`src/rtl/alu_result_stage.sv`:
```
// ALU writeback stage: DEPTH-entry FIFO, 1-cycle latency, no bypass; in_ready = !full, with no path from out_ready.
// Also tracks sticky status, a saturating invalid-opcode counter and the carry fed back to the ALU.
module alu_result_stage #(
    parameter int BUS_WIDTH = 8,
    parameter int DEPTH     = 2,
    parameter int ERR_W     = 4
) (
    input  logic                 clk,
    input  logic                 rst,
    input  logic                 in_valid,
    output logic                 in_ready,
    input  logic [4:0]           in_opcode,
    input  logic [BUS_WIDTH-1:0] in_y,
    input  logic                 in_carry_out,
    input  logic                 in_borrow,
    input  logic                 in_zero,
    input  logic                 in_parity,
    input  logic                 in_invalid_op,
    output logic                 out_valid,
    input  logic                 out_ready,
    output logic [BUS_WIDTH-1:0] out_y,
    output logic [4:0]           out_flags,
    output logic                 carry_fb,
    input  logic                 carry_clr,
    output logic [4:0]           status,
    input  logic                 status_clr,
    output logic [ERR_W-1:0]     err_cnt
);

    localparam int PW = (DEPTH > 1) ? $clog2(DEPTH) : 1;
    localparam int CW = $clog2(DEPTH + 1);
    localparam int EW = BUS_WIDTH + 5;
    localparam logic [CW-1:0]    DEPTH_C = CW'(DEPTH);
    localparam logic [ERR_W-1:0] ERR_MAX = {ERR_W{1'b1}};
    localparam logic [4:0]       OP_ADD_CARRY = 5'd2;
    localparam logic [4:0]       OP_INC       = 5'd5;

    logic [EW-1:0]    r_mem [DEPTH];
    logic [PW-1:0]    r_wr_ptr;
    logic [PW-1:0]    r_rd_ptr;
    logic [CW-1:0]    r_count;
    logic             r_carry;
    logic [4:0]       r_status;
    logic [ERR_W-1:0] r_err;

    logic             w_push;
    logic             w_pop;
    logic [4:0]       w_flags;
    logic [EW-1:0]    w_head;

    assign w_flags   = {in_invalid_op, in_parity, in_zero, in_borrow, in_carry_out};
    assign in_ready  = (r_count != DEPTH_C);
    assign out_valid = (r_count != '0);
    assign w_push    = in_valid & in_ready;
    assign w_pop     = out_valid & out_ready;
    assign w_head    = r_mem[r_rd_ptr];
    assign out_y     = w_head[BUS_WIDTH-1:0];
    assign out_flags = w_head[EW-1:BUS_WIDTH];
    assign carry_fb  = r_carry;
    assign status    = r_status;
    assign err_cnt   = r_err;

    // Storage is reset so the head reads as zero straight out of reset.
    always_ff @(posedge clk or posedge rst) begin
        if (rst) begin
            for (int i = 0; i < DEPTH; i++) begin
                r_mem[i] <= '0;
            end
        end else if (w_push) begin
            r_mem[r_wr_ptr] <= {w_flags, in_y};
        end
    end

    always_ff @(posedge clk or posedge rst) begin
        if (rst) begin
            r_wr_ptr <= '0;
            r_rd_ptr <= '0;
            r_count  <= '0;
        end else begin
            if (w_push) begin
                r_wr_ptr <= r_wr_ptr + 1'b1;
            end
            if (w_pop) begin
                r_rd_ptr <= r_rd_ptr + 1'b1;
            end
            case ({w_push, w_pop})
                2'b10:   r_count <= r_count + 1'b1;
                2'b01:   r_count <= r_count - 1'b1;
                default: r_count <= r_count;
            endcase
        end
    end

    always_ff @(posedge clk or posedge rst) begin
        if (rst) begin
            r_carry <= 1'b0;
        end else if (carry_clr) begin
            r_carry <= 1'b0;
        end else if (w_push && (in_opcode == OP_ADD_CARRY || in_opcode == OP_INC)) begin
            r_carry <= in_carry_out;
        end
    end

    // A clear coinciding with a push keeps the pushed entry's contribution.
    always_ff @(posedge clk or posedge rst) begin
        if (rst) begin
            r_status <= '0;
            r_err    <= '0;
        end else if (status_clr) begin
            r_status <= w_push ? w_flags : 5'b0;
            r_err    <= (w_push && in_invalid_op) ? ERR_W'(1) : '0;
        end else if (w_push) begin
            r_status <= r_status | w_flags;
            if (in_invalid_op && r_err != ERR_MAX) begin
                r_err <= r_err + 1'b1;
            end
        end
    end

endmodule

```
`config.mk`:
```
export PLATFORM = sky130hd
export DESIGN_NAME = alu_result_stage
export DESIGN_NICKNAME = d
export VERILOG_FILES = /design/src/rtl/alu_result_stage.sv
export SDC_FILE = /design/constraint.sdc
export NUM_CORES = 1
export LEC_CHECK = 0
export CAP_MARGIN = 20
export CORE_MARGIN = 5
export CORE_UTILIZATION = 56
export CTS_BUF_LIST = sky130_fd_sc_hd__clkbuf_16
export DETAILED_ROUTE_END_ITERATION = 10
export DONT_BUFFER_PORTS = 1
export PLACE_DENSITY_LB_ADDON = 0.15
export SETUP_SLACK_MARGIN = 0.3
export SLEW_MARGIN = 10
export SYNTH_ARGS = -nofsm -noshare
export SYNTH_HDL_FRONTEND = slang
export SYNTH_SLANG_ARGS = --single-unit
```
`constraint.sdc`:
```
create_clock -name clk -period 1.5 [get_ports clk]
set_input_delay 0.075 -clock clk [delete_from_list [all_inputs] [get_ports clk]]
set_output_delay 0.075 -clock clk [all_outputs]
set_load 0.02 [all_outputs]
```
==> results of run 1 <==
cell usage in the layout, fill, tap and decap left out, types with 3 or more instances in the layout:
cell type      count
dfrtp_1           37
mux2_4            40
buf_12             3
buf_4             18
nor2_1             4
dfrtp_2            3
buf_6             11
dlygate4sd3_1     16
nand2_1            6
clkbuf_16          5
inv_1              6
o21ai_0            5
critical path, cell delays in order (launching register included):
cell and delay, ns:
dfrtp_1 0.40, nor2b_4 0.15, inv_4 0.05, and2_4 0.18
inv_8 0.05, nor2_8 0.09, buf_12 0.15, mux2_4 0.30
kinds of logic after synthesis:
kind of cell	Yosys count
buffers and inverters	13
xor gates and xnor gates	5
muxes	42
DFF	40
AOI/OAI and AO/OA	10
and+or+nand+nor	25
adders and majority gates	2
layer usage:
| metal | GRT usage, % | share of wire (%) | vias up |
|---|---|---|---|
| met1 | 22.6 | 39 | 622 |
| met3 | 6.08 | 5.2 | 12 |
| met5 | 0 | 0 | - |
| li1 | - | - | 573 |
| met2 | 37.1 | 54 | 41 |
| met4 | 7.69 | 1.7 | 0 |
path summary, 6_finish.rpt:
kind	startpoint	end	slack (ns)
worst max-delay path	r_count[1]$_DFFE_PP0P_	r_mem[16]$_DFFE_PP0P_	-0.003
worst max register to register	r_count[1]$_DFFE_PP0P_	r_mem[16]$_DFFE_PP0P_	-0.003
max in group asynchronous	rst	r_rd_ptr$_DFFE_PP0P_	0.75
worst min-delay path	status_clr	err_cnt[0]$_DFFE_PP0P_	0.01
min in group asynchronous	rst	r_mem[4]$_DFFE_PP0P_	0.39
worst min register to register	r_mem[19]$_DFFE_PP0P_	r_mem[19]$_DFFE_PP0P_	0.51
synthesized netlist by cell type:
cell	count
dfrtp_1	40
mux2_2	30
mux2_4	10
inv_1	6
nand2_1	6
nor2_1	5
o21ai_0	5
xnor2_1	3
clkbuf_1	2
ha_1	2
mux2i_1	2
nor2b_1	2
xor2_1	2
a211oi_1	1
a21oi_1	1
a311oi_1	1
a31oi_1	1
and2_1	1
and2_4	1
and3_1	1
and3b_1	1
buf_12	1
buf_6	1
buf_8	1
inv_2	1
inv_8	1
nand2_4	1
nand4_1	1
nor2_8	1
nor2b_4	1
nor3_1	1
nor3b_1	1
nor4b_1	1
o2111ai_1	1
or2_2	1
layout make-up:
cell class	count	area share, %
inverters	8	1.44
repair buffers	49	17.8
clock buffers	5	4.51
clock inverters	3	1.35
well taps	46	2.07
flip-flops and latches	40	36.2
multi-input cells	84	36.6
repair_timing:
item,CTS,global route
setup buffers,9,5
endpoints found under the setup margin,51,55
gates resized for setup,38,6
pin swaps,12,6
gates cloned,0,0
endpoints found under the hold margin,74,0
hold buffers,16,0
flip-flops by register name, indices dropped and copies added (netlist names):
signal / count
carry_fb: 1
err_cnt: 4
r_rd_ptr: 1
r_count: 2
r_wr_ptr: 1
r_mem: 26
status: 5
power by group through the flow:
stage               sequential [uW]  combinational, uW  clock (uW)
global route                   2010               3430        1250
CTS                            1940               3170        1190
global placement               1900               2380           0
floorplan                      1870               1960           0
finish                         1960               3270        1180
detailed placement             1930               2440           0
per-stage QoR:
step           utilization, %  total power, uW  TNS (ns)  cell area, um^2
2_1_floorplan               -             3820     -1.92             1970
5_1_grt                  83.9             6700    -0.712             2780
3_5_place_dp             64.9             4360    -0.168             2150
6_report                 83.9             6410  -0.00556             2780
3_3_place_gp             64.9             4280   -0.0548             2150
4_1_cts                  81.9             6300  -0.00222             2710
==> metrics.txt, run 1 <==
status complete, but fails checks; failing checks setup timing; GRT overflow 0; clock-pin slew on the worst setup and hold paths 0.06 ns; Routed Antenna Nets 0; Final #Nets 214; Layout fillers 181; Setup crit end kind register; P per Cell Area 2310 mW/mm^2; Startpoint Class register; Syn Inst Count 137; synthesized area 0.00189 mm^2; worst-skew pair later-pin latency 0.28 ns; CTS tree done; largest net degree at the start of global routing 41; mux cell area share after synthesis 26.8%; register area 0.00100 mm^2; htree depth 2; arrival time at the worst endpoint 1.66 ns; minimum clock period 1.50 ns; pre-CTS setup slack -0.0666 ns; Worst EP required 1.66 ns; Int Pwr 4270 uW; Clk network pwr share 18.5%; cell taking the most area after synthesis dfrtp_1; DRT iter0 DRCs 59; worst clock skew 0.00515 ns; Post-Syn Nets 163; Placed Instances 197; Worst Path Class, Setup reg -> reg; # IOs 49; hold slack final 0.00965 ns; final wirelength 4330 um; # port buffers 0; Vias/cell 5.31; first-pass GRT wire length 6690 um; Die W 68.1 um; Cell variety after synth 35; ANT cells 0; post-route clock period utilization 100%; XOR/XNOR Fraction of Synth Area 2.31%; Die Ht 68.1 um; Leakage 0.00133 uW; vias in the first global route 1420; initial core utilization 57.2%; initial antenna violation count 0; area of the multi-input gates 0.00102 mm^2; Max Freq 0.665 GHz; WHS Path Cells 2; Sw Pwr 2150 uW; syn_area_per_cell 13.8 um^2; Setup Viol. Count Final 2; Synth Area in Compound Gates 3.24%; Post-Synth Simple-Gate Area 8.59%; peak fanout along the critical path 8; Logic pwr share 51.0%; Max Cap Viol 0; fraction of layout cells with a size suffix above 1 52.4%; sw frac 33.5%; core area 0.00331 mm^2; Clock Tree Buf Depth 2; post-synthesis sequential area ratio 52.9%; Tot GR Track Use 20.5%; Slew headroom 68.1%; row count 21; Area contributors post-synth dfrtp_1 (53%), mux2_2 (18%), mux2_4 (7.9%); Area growth syn-to-layout 46.7%; Num CTS Buffers 5; post-synthesis adder-cell area fraction 1.32%; Seq cells post-synth 40; yosys warns 0; drc violations 0; DP HPWL 2710 um; VDD IR max 1.17 mV; Clock Tree Root clkbuf_16; max-slew violations 0; largest family of logic cells by synthesized area multiplexers; path depth of the worst reg2reg path 7; sequential power share 30.6%; Die Area 0.00464 mm^2; clk sinks 40; Final Non-Filler Cells 235; Pre-antenna DRT Iters 4; gpl congestion 0.700; Via Count 1248; Hold Fails Final Rpt 0; WL/cell 18.4 um; type of the most critical hold path in -> reg; worst setup margin -0.00325 ns; RSZ-0062 raised after global routing yes; Slew @ Worst Pin 0.478 ns; top cell type's share of synthesized area 52.9%
(Power assumes the default switching activity.)
==> run 2: changes to the inputs <==
CORE_UTILIZATION = 62   (was 56)
clock period = 1.7 ns   (was 1.5 ns; I/O delays follow)
==> run 2 against run 1 <==
Compared with the run above:
- the run ends with hold timing left
- sequential power fell by 9%
- clock power shrank 11%
- maximum frequency shrank 9.8%
- final area shrank 3.6%
==> metrics.txt, run 2 (synthesized netlist as in run 1, its figures left out) <==
max-slew violations 0 (unchanged); fraction of layout cells with a size suffix above 1 55.9% (+3.5 points); sequential power share 32.2% (+1.6 points); hold slack final -0.138 ns (-0.147 ns); Sw Pwr 2050 uW (-4.5%); hold_buf cts 15 (-1); Die W 65.3 um (-4.2%); Logic pwr share 48.8% (-2.2 points); largest net degree at the start of global routing 41 (unchanged); clk sinks 40 (unchanged); Die Area 0.00426 mm^2 (-8.3%); Startpoint Class register; Via Count 1348 (+8.0%); vias in the first global route 1386 (-2.4%); worst clock skew 0.00429 ns (-0.000863 ns); Final Util 89.9% (+6.0 points); clock-pin slew on the worst setup and hold paths 0.06 ns (about the same); arrival time at the worst endpoint 1.83 ns (+0.17 ns); GRT overflow 0 (unchanged); Max Freq 0.600 GHz (-9.8%); initial core utilization 63.6% (+6.4 points); row count 20 (-4.8%); Pre-antenna DRT Iters 4 (unchanged); max reg flops 26 (unchanged); worst setup margin 0.0327 ns (+0.0359 ns); WHS Path Cells 1 (-1); most common cell after layout, fill and taps aside dfrtp_1; Total Power 5550 uW (-13%); # IOs 49 (unchanged); Routed Antenna Nets 0 (unchanged); Worst EP required 1.86 ns (+0.20 ns); r2r endpoint err_cnt[1]$_DFFE_PP0P_; drc violations 0 (unchanged); DP HPWL 2480 um (-8.5%); type of the most critical hold path in -> reg; ANT cells 0 (unchanged); Clk network pwr share 19.0% (+0.5 points); Setup Viol. Count Final 0 (-2); Worst Hold Path EP err_cnt[1]$_DFFE_PP0P_; gpl congestion 0.797 (+14%); first-pass GRT wire length 7530 um (+13%); sw frac 36.9% (+3.4 points); initial antenna violation count 0 (unchanged); Hold Fails Final Rpt 7 (+7); Clock Tree Buf Depth 2 (unchanged); Reg with most FFs r_mem; Setup crit end kind register; worst-skew pair later-pin latency 0.29 ns (about the same); RR Startpoint err_cnt[0]$_DFFE_PP0P_; Area growth syn-to-layout 41.4%; commonest non-fill, non-tap cells in the layout dfrtp_1 (35), mux2_4 (27), dlygate4sd3_1 (15), mux2_2 (13), buf_4 (13); Hold Crit Start status_clr; core area 0.00298 mm^2 (-10%); Slew headroom 60.8% (-7.3 points); Num CTS Buffers 5 (unchanged); Worst R2R Setup Slack 0.03 ns (+0.04 ns); Tot GR Track Use 24.2% (+3.6 points); Clock Tree Root clkbuf_16; Vias/cell 6.36 (+20%); Max Cap Viol 0 (unchanged); peak fanout along the critical path 4 (-4); DRT iter0 DRCs 68 (+15%); path depth of the worst reg2reg path 6 (-1); Int Pwr 3510 uW (-18%); WL/cell 27.0 um (+47%); P per Cell Area 2080 mW/mm^2 (-10%); # port buffers 0 (unchanged); Die Ht 65.3 um (-4.2%); VDD IR max 1.46 mV (+25%); failing checks hold timing; pre-CTS setup slack 0.0489 ns (+0.116 ns); CTS tree done; Final #Nets 204 (-4.7%); Slew @ Worst Pin 0.588 ns (+0.110 ns); post-route clock period utilization 98.1% (-2.1 points); final wirelength 5720 um (+32%); Leakage 0.00124 uW (-6.5%); htree depth 2 (unchanged); Worst Path Class, Setup reg -> reg; status complete, but fails checks; minimum clock period 1.67 ns (+0.164 ns); RSZ-0062 raised after global routing yes
==> run 2: cell types whose count changed in the layout (fill, tap and decap cells not counted), sizes merged <==
cell,previous run,this run
buf,33,23
nand2,7,8
dlygate4sd3,16,15
==> run 2: layout make-up <==
cell class	count	area, um^2
Sequential cell	40	1010
Timing Repair Buffer	38	407
Fill cell	103	302
Multi-Input combinational cell	85	1020
Clock buffer	5	125
Clock inverter	3	37.5
Inverter	8	40.0
Tap cell	33	41.3
==> run 2: power groups by stage <==
stage	clock network [uW]	logic [uW]	registers (uW)
after floorplan	0	1720	1650
after global placement	0	1840	1710
after detailed placement	0	1890	1730
after CTS	1050	2420	1760
after global routing	1110	2830	1830
final	1050	2710	1790
==> run 2: metal layers <==
layer	routed length [um]	up-vias	track usage, %
li1	-	559	-
met1	2080	698	29.3
met2	3010	72	38.6
met3	410	19	9.57
met4	222	0	9.59
met5	0	-	0
==> run 2: worst max path at each step <==
stage                           start                endpoint  cells past startpoint
2_1_floorplan  r_count[0]$_DFFE_PP0P_   r_mem[16]$_DFFE_PP0P_                      8
3_3_place_gp   r_count[1]$_DFFE_PP0P_   r_mem[14]$_DFFE_PP0P_                      6
3_5_place_dp   r_count[1]$_DFFE_PP0P_   r_mem[13]$_DFFE_PP0P_                      6
4_1_cts        err_cnt[1]$_DFFE_PP0P_  err_cnt[1]$_DFFE_PP0P_                      6
5_1_grt        err_cnt[0]$_DFFE_PP0P_  err_cnt[1]$_DFFE_PP0P_                      6
6_report       err_cnt[0]$_DFFE_PP0P_  err_cnt[1]$_DFFE_PP0P_                      6
==> run 2: timing repair <==
item	CTS	global route
setup buffers	9	7
resized for setup	22	23
endpoints found under the setup margin	40	46
cloned	2	0
pin swaps	8	7
hold endpoints to repair	74	7
==> run 2: worst max-delay path, stage by stage (launching register included) <==
cell and delay, ns:
dfrtp_2 0.48, ha_4 0.19, and3_4 0.16, nor3_4 0.21, buf_6 0.14, mux2i_1 0.26, nor2_1 0.09
==> run 2: per-stage QoR <==
step	instance area, um^2	TNS [ns]	std cells
6_report	2680	0	212
5_1_grt	2680	-0.0120	212
4_1_cts	2560	0	205
3_5_place_dp	2000	0	171
3_3_place_gp	2000	0	171
2_1_floorplan	1970	0	137
